### src/rtl/jt10_adpcm_kon.sv
// ADPCM-A key/address register sequencer: decodes CPU writes, queues address
// updates and releases key and address events in the target channel's counter slot.
module jt10_adpcm_kon #(
    parameter int FIFO_DW = 2
) (
    input  logic        rst,
    input  logic        clk,
    input  logic        cen,
    input  logic        wr,
    input  logic [7:0]  addr,
    input  logic [7:0]  din,
    input  logic [5:0]  cur_ch,
    output logic        aon,
    output logic        aoff,
    output logic [15:0] addr_in,
    output logic [2:0]  addr_ch,
    output logic        up_start,
    output logic        up_end,
    output logic        busy,
    output logic        ovf
);

    localparam int DEPTH = 1 << FIFO_DW;

    logic [5:0]         kon_pend, koff_pend;
    logic [5:0]         kon_next, koff_next;
    logic [7:0]         start_lsb [0:5];
    logic [7:0]         end_lsb   [0:5];

    logic               fifo_type [0:DEPTH-1];
    logic [2:0]         fifo_ch   [0:DEPTH-1];
    logic [15:0]        fifo_val  [0:DEPTH-1];
    logic [FIFO_DW-1:0] rd_ptr, wr_ptr;
    logic [FIFO_DW:0]   count;

    logic               head_valid, pop, push_ok, full;
    logic [5:0]         head_hot, blk, iss_on, iss_off;
    logic [4:0]         grp;
    logic [2:0]         chn;
    logic               ch_ok, wr_key, wr_slsb, wr_smsb, wr_elsb, wr_emsb, commit;
    logic [15:0]        commit_val;

    // Register decode
    always_comb begin
        grp        = addr[7:3];
        chn        = addr[2:0];
        ch_ok      = chn < 3'd6;
        wr_key     = wr && (addr == 8'h00);
        wr_slsb    = wr && ch_ok && (grp == 5'h02);
        wr_smsb    = wr && ch_ok && (grp == 5'h03);
        wr_elsb    = wr && ch_ok && (grp == 5'h04);
        wr_emsb    = wr && ch_ok && (grp == 5'h05);
        commit     = wr_smsb || wr_emsb;
        commit_val = '0;
        if (ch_ok)
            commit_val = {din, wr_emsb ? end_lsb[chn] : start_lsb[chn]};
    end

    // FIFO head, pop and per-channel blocking of key-on
    always_comb begin
        logic [FIFO_DW-1:0] idx;
        head_valid = count != '0;
        full       = count == (FIFO_DW+1)'(DEPTH);
        head_hot   = 6'b000001 << fifo_ch[rd_ptr];
        pop        = cen && head_valid && (cur_ch == head_hot);
        push_ok    = commit && (!full || pop);
        blk        = '0;
        for (int unsigned i = 0; i < DEPTH; i++) begin
            idx = rd_ptr + i[FIFO_DW-1:0];
            if (i < 32'(count) && !(i == 0 && pop)) begin
                for (int unsigned n = 0; n < 6; n++)
                    if (fifo_ch[idx] == n[2:0]) blk[n] = 1'b1;
            end
        end
    end

    // Clear what this slot issues, then apply a same-cycle key write on top
    always_comb begin
        iss_on    = cen ? (kon_pend & cur_ch & ~blk) : '0;
        iss_off   = cen ? (koff_pend & cur_ch) : '0;
        kon_next  = kon_pend & ~iss_on;
        koff_next = koff_pend & ~iss_off;
        if (wr_key) begin
            if (din[7]) begin
                koff_next = koff_next | din[5:0];
                kon_next  = kon_next & ~din[5:0];
            end else begin
                kon_next  = kon_next | din[5:0];
                koff_next = koff_next & ~din[5:0];
            end
        end
    end

    always_ff @(posedge clk) begin
        if (rst) begin
            kon_pend  <= '0;
            koff_pend <= '0;
            rd_ptr    <= '0;
            wr_ptr    <= '0;
            count     <= '0;
            ovf       <= 1'b0;
            for (int unsigned n = 0; n < 6; n++) begin
                start_lsb[n] <= '0;
                end_lsb[n]   <= '0;
            end
        end else begin
            kon_pend  <= kon_next;
            koff_pend <= koff_next;
            if (wr_slsb) start_lsb[chn] <= din;
            if (wr_elsb) end_lsb[chn]   <= din;
            if (commit && full && !pop) ovf <= 1'b1;
            if (push_ok) wr_ptr <= wr_ptr + 1'b1;
            if (pop)     rd_ptr <= rd_ptr + 1'b1;
            case ({push_ok, pop})
                2'b10:   count <= count + 1'b1;
                2'b01:   count <= count - 1'b1;
                default: count <= count;
            endcase
        end
    end

    // Storage is qualified by count, so it needs no reset
    always_ff @(posedge clk) begin
        if (push_ok) begin
            fifo_type[wr_ptr] <= wr_emsb;
            fifo_ch[wr_ptr]   <= chn;
            fifo_val[wr_ptr]  <= commit_val;
        end
    end

    always_comb begin
        aon      = |(kon_pend & cur_ch & ~blk);
        aoff     = |(koff_pend & cur_ch);
        addr_ch  = head_valid ? fifo_ch[rd_ptr] : 3'd7;
        addr_in  = head_valid ? fifo_val[rd_ptr] : '0;
        up_start = head_valid && !fifo_type[rd_ptr];
        up_end   = head_valid && fifo_type[rd_ptr];
        busy     = head_valid || (|kon_pend) || (|koff_pend);
    end

endmodule
### config.mk
export PLATFORM = sky130hd
export DESIGN_NAME = jt10_adpcm_kon
export DESIGN_NICKNAME = d
export VERILOG_FILES = /design/src/rtl/jt10_adpcm_kon.sv
export SDC_FILE = /design/constraint.sdc
export NUM_CORES = 1
export LEC_CHECK = 0
export ABC_AREA = 0
export ABC_CLOCK_PERIOD_IN_PS = 3700
export BUFFER_PORTS_ARGS = -buffer_cell sky130_fd_sc_hd__buf_4
export CAP_MARGIN = 25
export CORE_ASPECT_RATIO = 0.75
export CORE_MARGIN = 8
export CORE_UTILIZATION = 25
export CTS_BUF_LIST = sky130_fd_sc_hd__clkbuf_8
export CTS_CLUSTER_SIZE = 10
export DETAILED_ROUTE_END_ITERATION = 12
export GPL_TIMING_DRIVEN = 0
export MAX_ROUTING_LAYER = met4
export PLACE_DENSITY = 0.39
export SLEW_MARGIN = 5
export SYNTH_ARGS = -nofsm -noshare
export SYNTH_HDL_FRONTEND = slang
export SYNTH_SLANG_ARGS = --single-unit
### constraint.sdc
create_clock -name clk -period 3.7 [get_ports clk]
set_input_delay 0.74 -clock clk [delete_from_list [all_inputs] [get_ports clk]]
set_output_delay 0.74 -clock clk [all_outputs]
set_load 0.02 [all_outputs]
After elaboration in Yosys (flattened, before gate mapping)
Memories as Yosys holds them, arrays and structs flattened. A register that Yosys moved wholly into a read port is not among the register bits.
Cells that the tools add are included.
{ "classes": {"add_sub_neg": 6, "n_lt_le_gt_ge": 5, "eq_ne": 28, "shift": 1, "n_mux": 61, "bitwise_logic": 13, "n_reduce_logical": 34} }
{ "op_table": {"columns": ["op", "count"], "rows": [
  ["6-bit two-way mux", 10],
  ["6-bit AND", 7],
  ["1-bit two-way mux", 36],
  ["16-bit two-way mux", 2],
  ["3-bit equality test (second input constant)", 9],
  ["3-bit by 2-bit equality test with 1-bit output (second input constant)", 8],
  ["8-bit two-way mux", 3],
  ["6-bit NOT", 4],
  ["6-bit OR reduction", 4],
  ["8-bit OR reduction", 2],
  ["1-bit logical AND", 14],
  ["3-bit by 1-bit equality test with 1-bit output (second input constant)", 4],
  ["3-bit zero test", 4],
  ["2-bit two-way mux", 6],
  ["6-bit OR", 2],
  ["5-bit by 2-bit equality test with 1-bit output (second input constant)", 2],
  ["5-bit by 3-bit equality test with 1-bit output (second input constant)", 2],
  ["3-bit two-way mux", 3],
  ["8-bit zero test", 1],
  ["6-bit equality test", 1],
  ["1-bit by 3-bit < comparator with 1-bit output (first input constant)", 2],
  ["2-bit by 3-bit < comparator with 1-bit output (first input constant)", 2],
  ["3-bit case mux with 2 select lines", 1],
  ["1-bit by 3-bit left shift with 6-bit output (first input constant)", 1],
  ["11 further kinds", 18]
]} }
{ "word_totals": {"register_bits": 20, "ram_bits": 176, "wordCells": 159, "mem_count": 5} }
{ "memory_table": {"columns": ["memory", "depth", "word_bits", "rd", "rd_clocked_by_memory_dff", "write_ports", "line", "text"], "rows": [
  ["fifo_val", 4, 16, 1, 1, 1, "32", "logic [15:0] fifo_val [0:DEPTH-1];"],
  ["end_lsb", 6, 8, 1, 0, 6, "28", "logic [7:0] end_lsb [0:5];"],
  ["start_lsb", 6, 8, 1, 0, 6, "27", "logic [7:0] start_lsb [0:5];"],
  ["fifo_ch", 4, 3, 4, 1, 1, "31", "logic [2:0] fifo_ch [0:DEPTH-1];"],
  ["fifo_type", 4, 1, 1, 1, 1, "30", "logic fifo_type [0:DEPTH-1];"]
]} }

Longest topological paths before layout
Gate-level depths: netlist of the first run.
{ "depth": {"word_depth": 20, "depth_mapped": 10, "depth_no_buf": 9} }

Worst setup path after synthesis of the first run
Ideal clock, no wire load.
{ "synth_timing": {"kind": "register to output", "start": "register (tool-made name)", "end": "output aon", "arrival_time_ps": 2625, "required_ps": 2960, "slack_ps": 335, "path_stages_with_launch": 9, "n_path_buf": 1, "cell_sequence": "dfxtp_1 -> buf_6 -> mux4_2 -> nor2_1 -> mux2_2 -> a211oi_2 -> nor2_1 -> o31ai_1 -> nand4_1"} }
{ "synth_lines": {"columns": ["item", "line", "text"], "rows": [
  ["to (decl)", "13", "output logic aon,"]
]} }

==> results of run 1 <==
[cell usage after synthesis, types with 8 or more instances]
cell type / instances / area [µm²]
and2_1: 47 / 294
clkbuf_1: 25 / 93.8
ha_1: 8 / 100
inv_1: 32 / 120
nand3_1: 16 / 80.1
a22oi_1: 8 / 60.1
nand2_1: 57 / 214
nor4_1: 8 / 50.1
dfxtp_1: 22 / 440
edfxtp_1: 176 / 5290
o21ai_0: 22 / 110
a21oi_1: 21 / 105
mux2i_1: 20 / 200
nor2_1: 85 / 319
nor2b_1: 24 / 150
or2_2: 8 / 50.1
mux4_2: 36 / 811
nor3_1: 9 / 45.0
[layer usage]
layer / global-route usage [%] / wire length, µm / vias to the layer above
met5: - / 0 / -
met2: 19.3 / 12300 / 169
met4: 2.64 / 209 / 0
li1: - / - / 2897
met1: 20.1 / 14900 / 3181
met3: 2.89 / 1430 / 13
[metrics by stage]
step	area, µm²	hold WS (ps)	utilization (%)
after global routing	11200	408	30.2
after detailed placement	10600	490	28.6
final	11200	443	30.2
after CTS	11200	400	30.1
after floorplan	9400	461	-
after global placement	10400	487	28.0
[worst max-delay path by stage]
stage / start / end / slack (ps) / cells past startpoint
5_1_grt: fifo_ch[3][0] / aon / -380 / 9
3_3_place_gp: addr[2] / end_lsb[2][4] / -760 / 7
6_report: flip-flop / aon / -250 / 10
4_1_cts: flip-flop / aon / -320 / 9
3_5_place_dp: flip-flop / aon / -470 / 9
2_1_floorplan: flip-flop / aon / 340 / 8
[registers in the layout (all words and copies together) (netlist names), named ones only]
name / flops
fifo_val: 64
wr_ptr: 2
ovf: 1
kon_pend: 6
fifo_ch: 12
fifo_type: 4
count: 3
koff_pend: 6
start_lsb: 48
end_lsb: 48
rd_ptr: 2
[what timing repair did]
item,CTS,global route
endpoints found under the setup margin,91,27
buffers inserted,7,4
gates resized for setup,20,8
pin swaps,4,2
[power groups by stage]
| stage | sequential (mW) | combinational [mW] | clock [mW] |
|---|---|---|---|
| after floorplan | 2.55 | 0.237 | 0 |
| after CTS | 2.51 | 0.473 | 1.62 |
| after global placement | 2.57 | 0.456 | 0 |
| after detailed placement | 2.56 | 0.464 | 0 |
| after global routing | 2.52 | 0.509 | 1.69 |
| final | 2.51 | 0.467 | 1.57 |
[cell families after synthesis]
logic type                 count (synthesis)
AOI/OAI and AO/OA                        101
xor gates and xnor gates                   3
adders and majority gates                  8
buffers and inverters                     67
DFF                                      198
muxes                                     67
and+or+nand+nor                          279
[area by class of cell]
cell class | count | area, µm² | share of cell area [%]
Inverter | 32 | 120 | 1.07
Clock buffer | 17 | 234 | 2.09
Sequential cell | 198 | 5730 | 51.1
Multi-Input combinational cell | 458 | 3480 | 31.1
Clock inverter | 15 | 208 | 1.85
Buffer | 33 | 156 | 1.40
Tap cell | 504 | 631 | 5.63
Timing Repair Buffer | 75 | 642 | 5.73
[layout by cell type (no fill, tap or decap), types with 16 or more instances in the layout]
cell	synthesis	final
edfxtp_1	176	176
nor2_1	85	83
buf_4	0	68
nand2_1	57	57
and2_1	47	43
mux4_2	36	37
inv_1	32	32
nor2b_1	24	23
clkbuf_1	25	22
a21oi_1	21	21
dfxtp_1	22	21
mux2i_1	20	20
clkbuf_8	0	17
nand3_1	16	16
==> run summary, run 1 <==
CORE AREA - 37100 µm²
Pre-CTS setup slack - -469 ps
EDFF count, synth - 176
Vias in the first global route - 6367
Number of CTS-inserted buffers - 17
Leak - 3.80 nW
Share of layout cells above drive strength 1 - 22.3%
CP delay by family, top - multiplexers
Avg Vias per Cell - 4.70
DP Wirelength - 20.7 mm
Die Wd - 240 µm
Yosys warning total - 0
Status - finished, violations left
Total grt overflow - 0
Netlist cell types - 62
Gr usage total - 13.7%
Area grow syn2layout - 19.2%
R2R cell count - 10
Die height - 184 µm
Synth Area in Simple Gates - 14.7%
Nature of the critical path startpoint - flip-flop
Share of synthesized registers carrying an async set or reset - 0%
DRC Markers - 0
Xor/xnor share of the synthesized area - 0.280%
H-tree levels - 4
Tot Pwr - 4.55 mW
Worst Path Buf+Inv - 3
Setup repair after global routing missed its margin - true
Post-Syn Area - 9400 µm²
Sw power - 1.20 mW
Final period util - 107%
Num rows - 61
Fin. Hold Viols - 0
Final Net Count - 849
Worst r2r dst - fifo_val[1][11]
CTS tree - built
Logic pwr share - 10.3%
Drt wl/cell - 21.6 µm
Clk pin slew, worst setup/hold paths - 110 ps
WP data required - 2960 ps
ANT cells - 0
Worst setup margin - -248 ps
Clock share of power - 34.5%
Worst-Margin Slew - 929 ps
Worst Path Max Fanout - 7
Routed wire length - 28.8 mm
Largest net degree at the start of global routing - 20
Largest family of logic cells by synthesized area - simple AND/OR/NAND/NOR gates
Sequential area share after synthesis - 60.9%
Final setup fails - 1
Hold WC Path Type - input pin to flip-flop
I/O Pins - 51
Min-delay src - addr[2]
Layout Cells excl Fill - 1332
Initial antenna violation count - 1
Final min period - 3950 ps
Peak VDD IR - 0.194 mV
Number of fill cells - 3829
Switching Share - 26.4%
CP Cell Sequence - buf_12 > mux4_2 > nor2_4 > mux2_2 > a211oi_4 > buf_6 > o211ai_1 > a22oi_1 > nand4_1 > buf_4
Vias post-DR - 6260
Initial DRC Count - 595
Critical Path Sink Type - output pin
Seq pwr share - 55.2%
R2r setup slk - 170 ps
Fmax - 0.253 GHz
Main synth FF type - edfxtp_1
CTS sink count - 198
Syn Nets - 757
Post-Synthesis Cells - 723
Hold Crit Depth - 1
Complex-gate fraction of the synthesized area - 7.63%
Failing checks - setup timing
Adder-cell share of the synthesized area - 1.06%
Int Pwr - 3.35 mW
Slew headroom - 38.1%
Worst skew pair latency - 510 ps
Synthesized flop and latch total - 198
Post-CTS Hold Buffers - 0
Syn_area_per_cell - 13.0 µm²
CP max-delay cell - mux4_2
CP Class - flip-flop to output pin
Routability-driven placement congestion ratio - 0.815
Final ANT Viol Nets - 0
Cells after DPL - 1291
CTS Buffer Depth - 2
Effective utilization at floorplan - 25.3%
WP data arrival - 3210 ps
Multiplexer share of the synthesized area - 12.6%
Cell Pwr Density - 406 nW/µm²
IO Port Bufs - 48
Slew Limit Fails - 0
Die area - 44100 µm²
Clock Skew - 16.2 ps
First-pass GRT wire length - 42.9 mm
CP peak stage delay - 620 ps
Max-cap violation count - 0
Hold endpoint - fifo_ch[1][2]
Root Driver - clkbuf_8
Setup TNS Final - -248 ps
Drt pass-1 iters - 5
Power figures use the tool's default switching activity.
==> inputs of run 2 (changes only) <==
- ABC_CLOCK_PERIOD_IN_PS: 3700 -> 4600
- CAP_MARGIN: 25 -> 20
- CORE_UTILIZATION: 25 -> 45
- PLACE_DENSITY: 0.39 -> 0.62
- clock period: 3.7 -> 4.6 ns (I/O delays scaled with it)
==> run summary, run 2 (synthesis results as in run 1) <==
H-tree levels - 4 (unchanged)
Effective utilization at floorplan - 46.1% (+21 points)
Hold WC Path Type - flip-flop to flip-flop
Total grt overflow - 0 (unchanged)
Worst skew pair latency - 490 ps (-20 ps)
Die height - 141 µm (-23%)
Max-cap violation count - 0 (unchanged)
Slew headroom - 31.2% (-6.9 points)
Critical Path Sink Type - output pin
Status - complete, no violations
WP data required - 3680 ps (+720 ps)
Slew Limit Fails - 0 (unchanged)
Final setup fails - 0 (-1)
Clock Skew - 17.9 ps (+1.73 ps)
Number of CTS-inserted buffers - 17 (unchanged)
Biggest register - fifo_val
Most frequent cells in the layout - 176 x edfxtp_1, 83 x nor2_1, 57 x nand2_1
Worst-Margin Slew - 1030 ps (+103 ps)
Drt wl/cell - 22.9 µm (+6.2%)
Final Net Count - 835 (-1.6%)
CP Class - flip-flop to output pin
Nature of the critical path startpoint - flip-flop
Fmax - 0.228 GHz
Final core utilization - 52.4% (+22 points)
WP data arrival - 3470 ps (+260 ps)
Leak - 3.67 nW (-3.5%)
Setup TNS Final - 0 ps (+248 ps)
DRC Markers - 0 (unchanged)
Clk pin slew, worst setup/hold paths - 110 ps (about the same)
Peak VDD IR - 0.194 mV (-0.20%)
Worst Path Max Fanout - 10 (+3)
Die Wd - 183 µm (-24%)
Fin. Hold Viols - 0 (unchanged)
Setup repair after global routing missed its margin - false
CORE AREA - 20400 µm² (-45%)
Drt pass-1 iters - 5 (unchanged)
Routed wire length - 25.2 mm (-13%)
CTS tree - built
Root Driver - clkbuf_8
Commonest non-fill, non-tap cell in the layout - edfxtp_1
Max reg flops - 64 (unchanged)
Share of layout cells above drive strength 1 - 19.2% (-3.2 points)
Initial DRC Count - 835 (+40%)
Initial antenna violation count - 0 (-1)
ANT cells - 0 (unchanged)
Num rows - 45 (-26%)
Final Instance Area - 10700 µm² (-4.7%)
Vias in the first global route - 6287 (-1.3%)
Largest net degree at the start of global routing - 24 (+20%)
Final min period - 4390 ps
Final period util - 95.3%
IO Port Bufs - 48 (unchanged)
Number of fill cells - 1797 (-53%)
Final ANT Viol Nets - 0 (unchanged)
CTS sink count - 198 (unchanged)
Placed Area - 10200 µm² (-4.0%)
Avg Vias per Cell - 5.86 (+25%)
Area grow syn2layout - 13.6%
Routability-driven placement congestion ratio - 0.965 (+18%)
Vias post-DR - 6423 (+2.6%)
Die area - 25800 µm² (-41%)
I/O Pins - 51 (unchanged)
CTS Buffer Depth - 2 (unchanged)
First-pass GRT wire length - 37.9 mm (-12%)
DP Wirelength - 17.7 mm (-15%)
Largest registers - fifo_val (64), end_lsb (48), start_lsb (48)
Gr usage total - 20.2% (+6.5 points)
Cell Pwr Density - 334 nW/µm² (-18%)
## run 2: cell types whose count changed in the layout (fill, tap and decap cells not counted), sizes merged
cell	before	now
inv	39	40
buf	83	68
clkinvlp	1	0
clkbuf	41	42
bufinv	3	0
clkinv	4	7
## run 2: what timing repair did
item,in CTS,in global routing
endpoints found under the hold margin,0,0
gates resized for setup,2,3
pin swaps,0,1
setup buffers,0,2
endpoints found under the setup margin,1,1
hold buffers,0,0
## run 2: layout make-up
type	instances	area, µm²	share of cell area, %
flip-flops and latches	198	5730	53.6
multi-input cells	458	3430	32.2
clock inverters	15	206	1.93
clock buffers	17	234	2.19
inverters	32	120	1.12
repair buffers	59	458	4.29
well taps	282	353	3.30
plain buffers	35	149	1.39
## run 2: path summary, 6_finish.rpt
kind	to	cells after the start	slack, ps	from
setup reg to reg	fifo_val[2][5]	9	540	flip-flop
hold reg to reg	koff_pend[1]	2	500	koff_pend[1]
setup / recovery	aon	9	210	flip-flop
hold / removal	koff_pend[1]	2	500	koff_pend[1]
## run 2: metal layers
metal,share of wire (%),vias up,GRT usage (%)
met2,44,304,28.7
met5,0,-,-
li1,-,2855,-
met1,44,3234,28.7
met4,1.4,0,5.08
met3,10,30,5.03
## run 2: stage by stage
| step | setup slack (ps) | power (mW) | hold WS (ps) | cells |
|---|---|---|---|---|
| 5_1_grt | 45.0 | 3.67 | 528 | 1096 |
| 4_1_cts | 110 | 3.58 | 502 | 1092 |
| 2_1_floorplan | 1060 | 2.25 | 461 | 723 |
| 6_report | 214 | 3.57 | 505 | 1096 |
| 3_5_place_dp | 411 | 2.41 | 487 | 1060 |
| 3_3_place_gp | 270 | 2.40 | 479 | 1053 |
## run 2: critical path, stage by stage (launching register included)
cell and delay (ps):
dfxtp_1 390, buf_6 200, mux4_2 650, nor2_2 210, mux2_2 380, a211oi_4 390, nor2_4 130, o31ai_1 270
nand4_1 150, buf_4 190
## run 2: power breakdown
group / switching [mW] / leakage (nW) / internal (mW) / total [mW]
registers: 0.0161 / 1.82 / 2.00 / 2.02
logic: 0.237 / 1.63 / 0.120 / 0.357
clock network: 0.755 / 0.215 / 0.434 / 1.19
total: 1.01 / 3.67 / 2.56 / 3.57
